`src/rtl/cla_pkg.sv`:
```
// Shared types and helpers for the shift-add multiplier sequencer and its CLA datapath.
package cla_pkg;

    typedef enum logic [1:0] {
        IDLE = 2'd0,
        RUN  = 2'd1,
        DONE = 2'd2
    } state_t;

    localparam int CLA_W = 8;

    // Smallest r with 2**r >= value; sizes the step counter.
    function automatic int clog2(input int value);
        int r;
        r = 0;
        while ((1 << r) < value) begin
            r++;
        end
        return r;
    endfunction

endpackage

```
`src/rtl/cla_addsub.sv`:
```
// Combinational WIDTH-bit carry-lookahead adder/subtractor: R = A + B (AddSub=0) or A - B (AddSub=1).
module cla_addsub #(
    parameter int WIDTH = 8
) (
    input  logic             AddSub,
    input  logic [WIDTH-1:0] A,
    input  logic [WIDTH-1:0] B,
    output logic [WIDTH-1:0] R,
    output logic             Cout,
    output logic             OVR
);

    logic [WIDTH-1:0] b_eff;
    logic [WIDTH-1:0] g;
    logic [WIDTH-1:0] p;
    logic [WIDTH:0]   c;
    logic             cin;
    logic             term;

    assign cin   = AddSub;
    assign b_eff = B ^ {WIDTH{AddSub}};
    assign g     = A & b_eff;
    assign p     = A ^ b_eff;

    // Every carry is expanded as a flat sum of generate/propagate products.
    always_comb begin
        c    = '0;
        term = 1'b0;
        c[0] = cin;
        for (int i = 1; i <= WIDTH; i++) begin
            term = cin;
            for (int k = 0; k < i; k++) begin
                term = term & p[k];
            end
            c[i] = term;
            for (int j = 0; j < i; j++) begin
                term = g[j];
                for (int k = j + 1; k < i; k++) begin
                    term = term & p[k];
                end
                c[i] = c[i] | term;
            end
        end
    end

    assign R    = p ^ c[WIDTH-1:0];
    assign Cout = c[WIDTH];
    assign OVR  = c[WIDTH] ^ c[WIDTH-1];

endmodule

```
`src/rtl/cla_mul_seq.sv`:
```
// Iterative shift-add multiplier on one shared CLA add/sub, one step per clock for WIDTH clocks.
// Build macro CLA_MUL_SIGNED_EN selects two's-complement operands and product.
module cla_mul_seq
    import cla_pkg::*;
#(
    parameter int WIDTH = CLA_W
) (
    input  logic               clk,
    input  logic               rst_n,
    input  logic               flush,
    input  logic               in_valid,
    output logic               in_ready,
    input  logic [WIDTH-1:0]   in_a,
    input  logic [WIDTH-1:0]   in_b,
    output logic               out_valid,
    input  logic               out_ready,
    output logic [2*WIDTH-1:0] out_p,
    output logic               busy
);

    localparam int CNT_W = clog2(WIDTH);

    state_t             state;
    state_t             state_nxt;
    logic [WIDTH-1:0]   m_reg;
    logic [WIDTH-1:0]   acc;
    logic [WIDTH-1:0]   q_reg;
    logic [CNT_W-1:0]   cnt;
    logic [2*WIDTH-1:0] p_reg;

    logic               last_step;
    logic               add_sub;
    logic [WIDTH-1:0]   add_b;
    logic [WIDTH-1:0]   sum;
    logic               cout;
    logic               ovr;
    logic               shift_in;

    assign last_step = (cnt == CNT_W'(WIDTH - 1));
    assign add_b     = q_reg[0] ? m_reg : '0;

`ifdef CLA_MUL_SIGNED_EN
    // The multiplier's sign bit carries negative weight, so the last partial product is subtracted.
    logic unused_cout;
    assign unused_cout = cout;
    assign add_sub     = last_step & q_reg[0];
    assign shift_in    = sum[WIDTH-1] ^ ovr;
`else
    logic unused_ovr;
    assign unused_ovr = ovr;
    assign add_sub    = 1'b0;
    assign shift_in   = cout;
`endif

    cla_addsub #(.WIDTH(WIDTH)) u_addsub (
        .AddSub (add_sub),
        .A      (acc),
        .B      (add_b),
        .R      (sum),
        .Cout   (cout),
        .OVR    (ovr)
    );

    always_ff @(posedge clk or negedge rst_n) begin
        if (!rst_n) begin
            state <= IDLE;
        end else begin
            state <= state_nxt;
        end
    end

    always_comb begin
        state_nxt = state;
        case (state)
            IDLE:    if (in_valid)  state_nxt = RUN;
            RUN:     if (last_step) state_nxt = DONE;
            DONE:    if (out_ready) state_nxt = IDLE;
            default: state_nxt = IDLE;
        endcase
        if (flush) begin
            state_nxt = IDLE;
        end
    end

    always_comb begin
        in_ready  = (state == IDLE);
        out_valid = (state == DONE);
        busy      = (state != IDLE);
    end

    // Datapath registers freeze on flush; the product register only changes on the final step.
    always_ff @(posedge clk or negedge rst_n) begin
        if (!rst_n) begin
            m_reg <= '0;
            acc   <= '0;
            q_reg <= '0;
            cnt   <= '0;
            p_reg <= '0;
        end else if (!flush) begin
            if (state == IDLE && in_valid) begin
                m_reg <= in_a;
                q_reg <= in_b;
                acc   <= '0;
                cnt   <= '0;
            end else if (state == RUN) begin
                acc   <= {shift_in, sum[WIDTH-1:1]};
                q_reg <= {sum[0], q_reg[WIDTH-1:1]};
                cnt   <= cnt + 1'b1;
                if (last_step) begin
                    p_reg <= {shift_in, sum[WIDTH-1:1], sum[0], q_reg[WIDTH-1:1]};
                end
            end
        end
    end

    assign out_p = p_reg;

endmodule
```
`config.mk`:
```
export PLATFORM = sky130hd
export DESIGN_NAME = cla_mul_seq
export DESIGN_NICKNAME = d
export VERILOG_FILES = /design/src/rtl/cla_pkg.sv /design/src/rtl/cla_addsub.sv /design/src/rtl/cla_mul_seq.sv
export SDC_FILE = /design/constraint.sdc
export NUM_CORES = 1
export LEC_CHECK = 0
export CAP_MARGIN = 30
export CORE_MARGIN = 8
export CORE_UTILIZATION = 29
export CTS_BUF_LIST = sky130_fd_sc_hd__clkbuf_8
export DETAILED_ROUTE_END_ITERATION = 7
export GPL_TIMING_DRIVEN = 0
export PLACE_DENSITY_LB_ADDON = 0.08
export SYNTH_ARGS = -nofsm -noshare
export SYNTH_HDL_FRONTEND = slang
export SYNTH_SLANG_ARGS = --single-unit
export TNS_END_PERCENT = 1
```
`constraint.sdc`:
```
create_clock -name clk -period 5.83 [get_ports clk]
set_clock_uncertainty 0.2 [all_clocks]
set_input_delay 0.583 -clock clk [delete_from_list [all_inputs] [get_ports clk]]
set_output_delay 0.583 -clock clk [all_outputs]
set_load 0.01 [all_outputs]
```
==> flow_metrics.env, run 1 <==
export IMPL_nets=263
export IMPL_avgSynthCellArea_sq_um=11.9
export IMPL_worst_pin_slew_ns=0.596
export IMPL_mostFrequentLayoutCells="dfrtp_1 (45), clkdlybuf4s50_1 (38), nand2_1 (27)"
export IMPL_wire_per_inst_microns=15.3
export IMPL_drc=0
export IMPL_finalSetupViolCount=0
export IMPL_synthesis_nets=216
export IMPL_cts_buffer_depth=2
export IMPL_syn_inst=183
export IMPL_synth_warnings=0
export IMPL_fp_row_count=31
export IMPL_grtUsageTotal_pct=10.6
export IMPL_first_global_vias=1718
export IMPL_synthTopCellsByArea="dfrtp_1 (52%), ha_1 (6.3%), mux2_2 (5.2%), mux2_4 (4.8%), nand2_1 (4.7%)"
export IMPL_critical_path_class="register to register"
export IMPL_hold_viol_final=2
export IMPL_synth_fa_ha_area_share_pct=7.24
export IMPL_critPathBufInv=0
export IMPL_timing_rr_start="q_reg[0]$_DFFE_PN0P_"
export IMPL_violations="hold timing"
export IMPL_initial_utilization_pct=30.0
export IMPL_synth_seq_cells=45
export IMPL_n_antenna_cell=0
export IMPL_ys_seq_area_share_pct=51.7
export IMPL_arrival_ns=2.54
export IMPL_hold_buffers=0
export IMPL_timing_fmax_mhz=393
export IMPL_slowest_delay_ns=0.53
export IMPL_synth_compound_area_share_pct=11.6
export IMPL_overflow=0
export IMPL_clock_latency_ns=0.30
export IMPL_vias=1487
export IMPL_crit_path_end_kind="register"
export IMPL_p_leak_nw=1.29
export IMPL_design_portCount=40
export IMPL_drv_cap=0
export IMPL_powerDensity_mw_per_mm2=262
export IMPL_clock_sinks=45
export IMPL_synth_top_cell_area_share_pct=51.7
export IMPL_cp_top_family="compound AO/OA/AOI/OAI gates"
export IMPL_die_h_microns=103
export IMPL_synth_xor_area_share_pct=1.21
export IMPL_cts_setup_buffers=0
export IMPL_clk_pin_slew_ns=0.09
export IMPL_tritoncts="yes"
export IMPL_async_flop_share_pct=100
export IMPL_ir_worst_vdd_v=0.000112
export IMPL_post_route_period_util_pct=43.7
export IMPL_max_slew_margin_pct=60.3
export IMPL_drv_slew=0
export IMPL_largest_register_ffs=16
export IMPL_antenna_found_initial=0
export IMPL_whs_ns=-0.00227
export IMPL_first_iter_violations=46
export IMPL_fin_tns_setup_ns=0
export IMPL_path_max_fanout=9
export IMPL_dp_hpwl_microns=3580
export IMPL_dp_worst_setup_slack_ns=3.15
export IMPL_fin_util_pct=38.5
export IMPL_gp_congestion=0.695
export IMPL_antenna_left=0
export IMPL_cts_buffers=5
export IMPL_clock_root_buffer="clkbuf_8"
export IMPL_ctsResizeCount=0
export IMPL_cp_cell_sequence="and2_1, ha_1, ha_1, o211ai_1, a21oi_1, o31a_1, o31a_1"
export IMPL_synth_area_mux_share_pct=13.7
export IMPL_setup_slack_ns=3.28
export IMPL_synth_simple_area_share_pct=12.1
export IMPL_grt_max_degree=30
export IMPL_synth_top_family_by_area="multiplexers"
export IMPL_netlist_cell_type_count=40
export IMPL_status="complete, but fails checks"
export IMPL_grt_first_pass_wirelength_microns=8550
export IMPL_wirelength_microns=5040
export IMPL_drive_above_1_share_pct=16.0
export IMPL_synth_edff_count=0
export IMPL_htree_num_levels=2
export IMPL_yosys_area_top_type="dfrtp_1"
export IMPL_min_path_type="input pin to async pin"
export IMPL_area_growth_pct=28.3
export IMPL_rsz0062_at_grt="no"
export IMPL_start_kind="register"
export IMPL_final_common_cell="dfrtp_1"
export IMPL_cpMaxStageDelayCell="dfrtp_1"
export IMPL_first_pass_iters=4
export IMPL_period_needed_ns=2.55
export IMPL_startpoint="q_reg[0]$_DFFE_PN0P_"
export IMPL_die_w_microns=103
export IMPL_synth_area_sq_mm=0.00218
export IMPL_io_buffers=39
export IMPL_yosys_most_used_dff="dfrtp_1"
export IMPL_cp_required_ns=5.82
export IMPL_viasPerCell=4.51
export IMPL_die_area_sq_mm=0.0105
export IMPL_fp_coreArea_sq_mm=0.00725
-- metal layers --
| metal | share of wire (%) | track usage, % | vias up |
|---|---|---|---|
| met2 | 45 | 16.7 | 32 |
| met5 | 0 | 0 | - |
| met4 | 0.99 | 3.05 | 0 |
| met3 | 6.7 | 3.65 | 7 |
| li1 | - | - | 745 |
| met1 | 47 | 13.3 | 703 |
-- Yosys cell counts (4+ instances only) --
library cell and instances:
dfrtp_1 45, nand2_1 27, o21ai_0 15, ha_1 11, mux2_2 10, and2_1 8, mux2i_1 8, mux2_4 7
a21oi_1 4, o31ai_1 4
-- cell type report --
type	instances	area, sq um
buffer	6	46.3
clock buffer	5	68.8
clock inverter	3	17.5
fill	716	4460
inverter	2	7.51
multi-input combinational	130	997
sequential	45	1130
tap	99	124
timing repair buffer	40	405
-- through the flow --
step	area [sq um]	std cells	hold WS [ns]	power, mW
floorplan	2180	183	0.0874	0.484
global placement	2690	321	0.267	0.543
detailed placement	2710	322	0.270	0.547
CTS	2790	330	0.00678	0.745
global route	2790	330	0.0215	0.780
finish	2790	330	-0.00227	0.730
-- final timing paths --
| check | end | slack (ns) | cells after the start |
|---|---|---|---|
| setup / recovery | out_p[15]$_DFFE_PN0P_ | 3.28 | 7 |
| hold / removal | m_reg[7]$_DFFE_PN0P_ | -0.002 | 1 |
| setup reg to reg | out_p[15]$_DFFE_PN0P_ | 3.28 | 7 |
| hold reg to reg | out_p[14]$_DFFE_PN0P_ | 0.28 | 2 |
| max in group asynchronous | q_reg[6]$_DFFE_PN0P_ | 4.93 | 2 |
| min in group clk | out_p[14]$_DFFE_PN0P_ | 0.28 | 2 |
-- cells by family after synthesis --
group	Yosys count
buf+inv	8
simple gates	51
flops	45
xor+xnor	3
compound gates	39
mux	25
fa+ha+maj	12
-- report_power, final --
group | total, mW | leakage [nW] | switching [mW] | internal (mW)
logic | 0.158 | 0.652 | 0.0744 | 0.0831
registers | 0.380 | 0.595 | 0.0290 | 0.351
clock network | 0.193 | 0.0439 | 0.110 | 0.0829
total | 0.730 | 1.29 | 0.213 | 0.517
Power figures use the tool's default switching activity.
==> run 2: changes to the inputs <==
clock period = 2.1 ns   (was 5.83 ns; I/O delays follow)
==> flow_metrics.env, run 2 (synthesized netlist as in run 1, its figures left out) <==
export IMPL_first_global_vias=1724
export IMPL_antenna_found_initial=0
export IMPL_stdcell_count=333
export IMPL_overflow=0
export IMPL_viasPerCell=4.57
export IMPL_fp_row_count=31
export IMPL_path_max_fanout=5
export IMPL_post_route_period_util_pct=105
export IMPL_rsz0062_at_grt="yes"
export IMPL_wire_per_inst_microns=15.3
export IMPL_ir_worst_vdd_v=0.000263
export IMPL_clock_root_buffer="clkbuf_8"
export IMPL_clock_latency_ns=0.29
export IMPL_die_area_sq_mm=0.0105
export IMPL_largest_register_ffs=16
export IMPL_max_slew_margin_pct=64.9
export IMPL_first_pass_iters=4
export IMPL_drv_slew=0
export IMPL_placed_cells=322
export IMPL_cts_buffers=5
export IMPL_vias=1522
export IMPL_violations="setup timing"
export IMPL_hold_viol_final=0
export IMPL_finalSetupViolCount=7
export IMPL_area_growth_pct=33.2
export IMPL_gp_congestion=0.700
export IMPL_dp_worst_setup_slack_ns=-0.375
export IMPL_cts_buffer_depth=2
export IMPL_drc=0
export IMPL_htree_num_levels=2
export IMPL_grt_max_degree=29
export IMPL_fin_tns_setup_ns=-0.543
export IMPL_initial_utilization_pct=30.0
export IMPL_place_area_sq_mm=0.00274
export IMPL_start_kind="register"
export IMPL_design_portCount=40
export IMPL_io_buffers=39
export IMPL_die_h_microns=103
export IMPL_grt_first_pass_wirelength_microns=8660
export IMPL_clock_sinks=45
export IMPL_whs_ns=0.178
export IMPL_first_iter_violations=42
export IMPL_setup_slack_ns=-0.112
export IMPL_fill_cells=733
export IMPL_critical_path_class="register to register"
export IMPL_clk_pin_slew_ns=0.09
export IMPL_final_area_sq_mm=0.00290
export IMPL_power_mw=2.13
export IMPL_worst_pin_slew_ns=0.526
export IMPL_period_needed_ns=2.21
export IMPL_fin_util_pct=40.0
export IMPL_nets=266
export IMPL_min_path_type="input pin to async pin"
export IMPL_final_common_cell="dfrtp_1"
export IMPL_fp_coreArea_sq_mm=0.00725
export IMPL_die_w_microns=103
export IMPL_powerDensity_mw_per_mm2=735
export IMPL_n_antenna_cell=0
export IMPL_drv_cap=0
export IMPL_cp_required_ns=2.07
export IMPL_tritoncts="yes"
export IMPL_wirelength_microns=5080
export IMPL_drive_above_1_share_pct=21.8
export IMPL_arrival_ns=2.18
export IMPL_mostFrequentLayoutCells="dfrtp_1 (44), clkdlybuf4s50_1 (38), nand2_1 (27)"
export IMPL_timing_fmax_mhz=452
export IMPL_status="complete, but fails checks"
export IMPL_crit_path_end_kind="register"
export IMPL_grtUsageTotal_pct=10.7
export IMPL_p_leak_nw=1.32
export IMPL_antenna_left=0
export IMPL_dp_hpwl_microns=3630
[run 2: cell count changes in the layout (fill, tap and decap cells not counted), sizes merged]
| cell | change |
|---|---|
| buf | +2 |
| dlygate4sd3 | +1 |
| clkinvlp | -1 |
| clkbuf | +2 |
| clkinv | -1 |
[run 2: final timing paths]
| check | start | slack (ns) | cells past startpoint | to |
|---|---|---|---|---|
| max in group asynchronous | rst_n | 1.01 | 3 | q_reg[0]$_DFFE_PN0P_ |
| min in group clk | out_p[11]$_DFFE_PN0P_ | 0.29 | 2 | out_p[11]$_DFFE_PN0P_ |
| worst max-delay path | q_reg[0]$_DFFE_PN0P_ | -0.11 | 8 | acc[6]$_DFFE_PN0P_ |
| worst max register to register | q_reg[0]$_DFFE_PN0P_ | -0.11 | 8 | acc[6]$_DFFE_PN0P_ |
| worst min-delay path | rst_n | 0.18 | 2 | m_reg[7]$_DFFE_PN0P_ |
| worst min register to register | out_p[11]$_DFFE_PN0P_ | 0.29 | 2 | out_p[11]$_DFFE_PN0P_ |
[run 2: worst max-delay path, stage by stage (launching register included)]
cell and delay (ns):
dfrtp_2 0.45, and2_4 0.19, ha_4 0.21, ha_4 0.15, o211ai_1 0.15, buf_4 0.15, a21oi_2 0.08, nor4_1 0.39
o32ai_2 0.12
[run 2: area by class of cell]
cell class	instances	area, sq um	share of cell area, %
Multi-Input combinational cell	130	1060	36.6
Timing Repair Buffer	43	430	14.8
Buffer	6	47.5	1.64
Sequential cell	45	1130	38.9
Inverter	2	7.51	0.259
Tap cell	99	124	4.27
Clock inverter	1	5.00	0.173
Clock buffer	7	96.3	3.32
[run 2: layer usage]
| layer | wire (microns) | global-route usage, % |
|---|---|---|
| met5 | 0 | 0 |
| met4 | 34 | 2.71 |
| met1 | 2380 | 12.7 |
| met3 | 343 | 3.71 |
| met2 | 2320 | 18.0 |
[run 2: power by group]
group | switching (mW) | total (mW) | leakage, nW | internal [mW]
Combinational | 0.224 | 0.477 | 0.670 | 0.254
Clock | 0.301 | 0.600 | 0.0542 | 0.298
Sequential | 0.0788 | 1.05 | 0.594 | 0.976
[run 2: timing repair]
| item | 4_1_cts | 5_1_grt |
|---|---|---|
| hold buffers | 1 | 0 |
| setup endpoints to repair | 10 | 11 |
| hold endpoints to repair | 17 | 0 |
| gates resized for setup | 3 | 5 |
| setup buffers | 2 | 0 |
| pin swaps | 3 | 1 |
==> run 3: changes to the inputs <==
SKIP_CTS_REPAIR_TIMING = 1   (was default)
==> flow_metrics.env, run 3 (synthesized netlist as in run 1, its figures left out) <==
export IMPL_status="complete, but fails checks"
export IMPL_violations="setup timing"
export IMPL_fp_row_count=31
export IMPL_setup_slack_ns=-0.214
export IMPL_clk_pin_slew_ns=0.09
export IMPL_p_leak_nw=1.33
export IMPL_drv_cap=0
export IMPL_drv_slew=0
export IMPL_grt_first_pass_wirelength_microns=8630
export IMPL_htree_num_levels=2
export IMPL_powerDensity_mw_per_mm2=739
export IMPL_nets=268
export IMPL_first_iter_violations=48
export IMPL_clock_sinks=45
export IMPL_drc=0
export IMPL_mostFrequentLayoutCells="dfrtp_1 (44), clkdlybuf4s50_1 (38), nand2_1 (27)"
export IMPL_antenna_left=0
export IMPL_period_needed_ns=2.31
export IMPL_fin_tns_setup_ns=-1.58
export IMPL_vias=1518
export IMPL_worst_pin_slew_ns=0.489
export IMPL_clock_root_buffer="clkbuf_8"
export IMPL_max_slew_margin_pct=67.2
export IMPL_arrival_ns=2.28
export IMPL_ir_worst_vdd_v=0.000263
export IMPL_dp_hpwl_microns=3630
export IMPL_hold_viol_final=0
export IMPL_die_area_sq_mm=0.0105
export IMPL_dp_worst_setup_slack_ns=-0.375
export IMPL_fp_coreArea_sq_mm=0.00725
export IMPL_die_w_microns=103
export IMPL_start_kind="register"
export IMPL_cts_buffer_depth=2
export IMPL_viasPerCell=4.53
export IMPL_crit_path_end_kind="register"
export IMPL_min_path_type="input pin to async pin"
export IMPL_antenna_found_initial=0
export IMPL_overflow=0
export IMPL_first_global_vias=1716
export IMPL_area_growth_pct=34.5
export IMPL_drive_above_1_share_pct=22.5
export IMPL_first_pass_iters=4
export IMPL_gp_congestion=0.700
export IMPL_critical_path_class="register to register"
export IMPL_n_antenna_cell=0
export IMPL_design_portCount=40
export IMPL_die_h_microns=103
export IMPL_post_route_period_util_pct=110
export IMPL_wirelength_microns=5110
export IMPL_path_max_fanout=7
export IMPL_grtUsageTotal_pct=10.6
export IMPL_clock_latency_ns=0.29
export IMPL_cp_required_ns=2.07
export IMPL_finalSetupViolCount=10
export IMPL_tritoncts="yes"
export IMPL_io_buffers=39
export IMPL_wire_per_inst_microns=15.3
export IMPL_grt_max_degree=29
export IMPL_rsz0062_at_grt="yes"
export IMPL_timing_fmax_mhz=432
export IMPL_initial_utilization_pct=30.0
export IMPL_final_common_cell="dfrtp_1"
export IMPL_cts_buffers=5
export IMPL_largest_register_ffs=16
-- run 3: changes by cell type in the layout (fill, tap and decap cells not counted) --
cell | before | now
o21ai_1 | 1 | 2
xnor2_4 | 0 | 1
a21oi_1 | 2 | 3
xnor2_1 | 3 | 2
a21oi_2 | 2 | 1
o21ai_0 | 15 | 14
buf_4 | 2 | 4
-- run 3: area by class of cell --
class | instances | area (sq um)
multi-input combinational | 130 | 1080
fill | 728 | 4320
clock inverter | 1 | 5.00
buffer | 6 | 47.5
clock buffer | 7 | 96.3
timing repair buffer | 45 | 445
sequential | 45 | 1130
tap | 99 | 124
inverter | 2 | 7.51
-- run 3: final timing paths --
| kind | start | to | slack [ns] | cells after the start |
|---|---|---|---|---|
| max | q_reg[0]$_DFFE_PN0P_ | acc[6]$_DFFE_PN0P_ | -0.21 | 7 |
| min | rst_n | m_reg[7]$_DFFE_PN0P_ | 0.18 | 2 |
| max reg2reg | q_reg[0]$_DFFE_PN0P_ | acc[6]$_DFFE_PN0P_ | -0.21 | 7 |
| min reg2reg | out_p[12]$_DFFE_PN0P_ | out_p[12]$_DFFE_PN0P_ | 0.29 | 2 |
| max in group asynchronous | rst_n | q_reg[0]$_DFFE_PN0P_ | 1.01 | 3 |
| min in group clk | out_p[12]$_DFFE_PN0P_ | out_p[12]$_DFFE_PN0P_ | 0.29 | 2 |
-- run 3: power breakdown --
group | switching [mW] | total (mW) | internal [mW] | leakage, nW
registers | 0.0803 | 1.06 | 0.976 | 0.594
clock network | 0.300 | 0.598 | 0.298 | 0.0542
logic | 0.231 | 0.510 | 0.279 | 0.684
-- run 3: critical path: stages, from the launching register on --
cell      delay [ns]
dfrtp_2         0.46
and2_4          0.19
ha_4            0.21
ha_4            0.15
o211ai_1        0.30
a21oi_2         0.14
nor4_1          0.41
o32ai_2         0.12
-- run 3: routing by layer --
metal	vias to the layer above	wire [microns]	GRT usage, %
li1	755	-	-
met2	29	2340	17.8
met3	4	306	3.78
met5	-	0	0
met1	730	2420	12.6
met4	0	34	2.71
-- run 3: stage by stage --
step	area, sq um	instances	total power, mW	hold WS (ns)	util (%)
global route	2930	335	2.30	0.247	40.4
global placement	2730	321	1.53	0.267	37.6
detailed placement	2740	322	1.54	-0.0195	37.8
CTS	2840	330	2.14	-0.346	39.2
finish	2930	335	2.16	0.181	40.4
floorplan	2210	183	1.36	-0.286	-
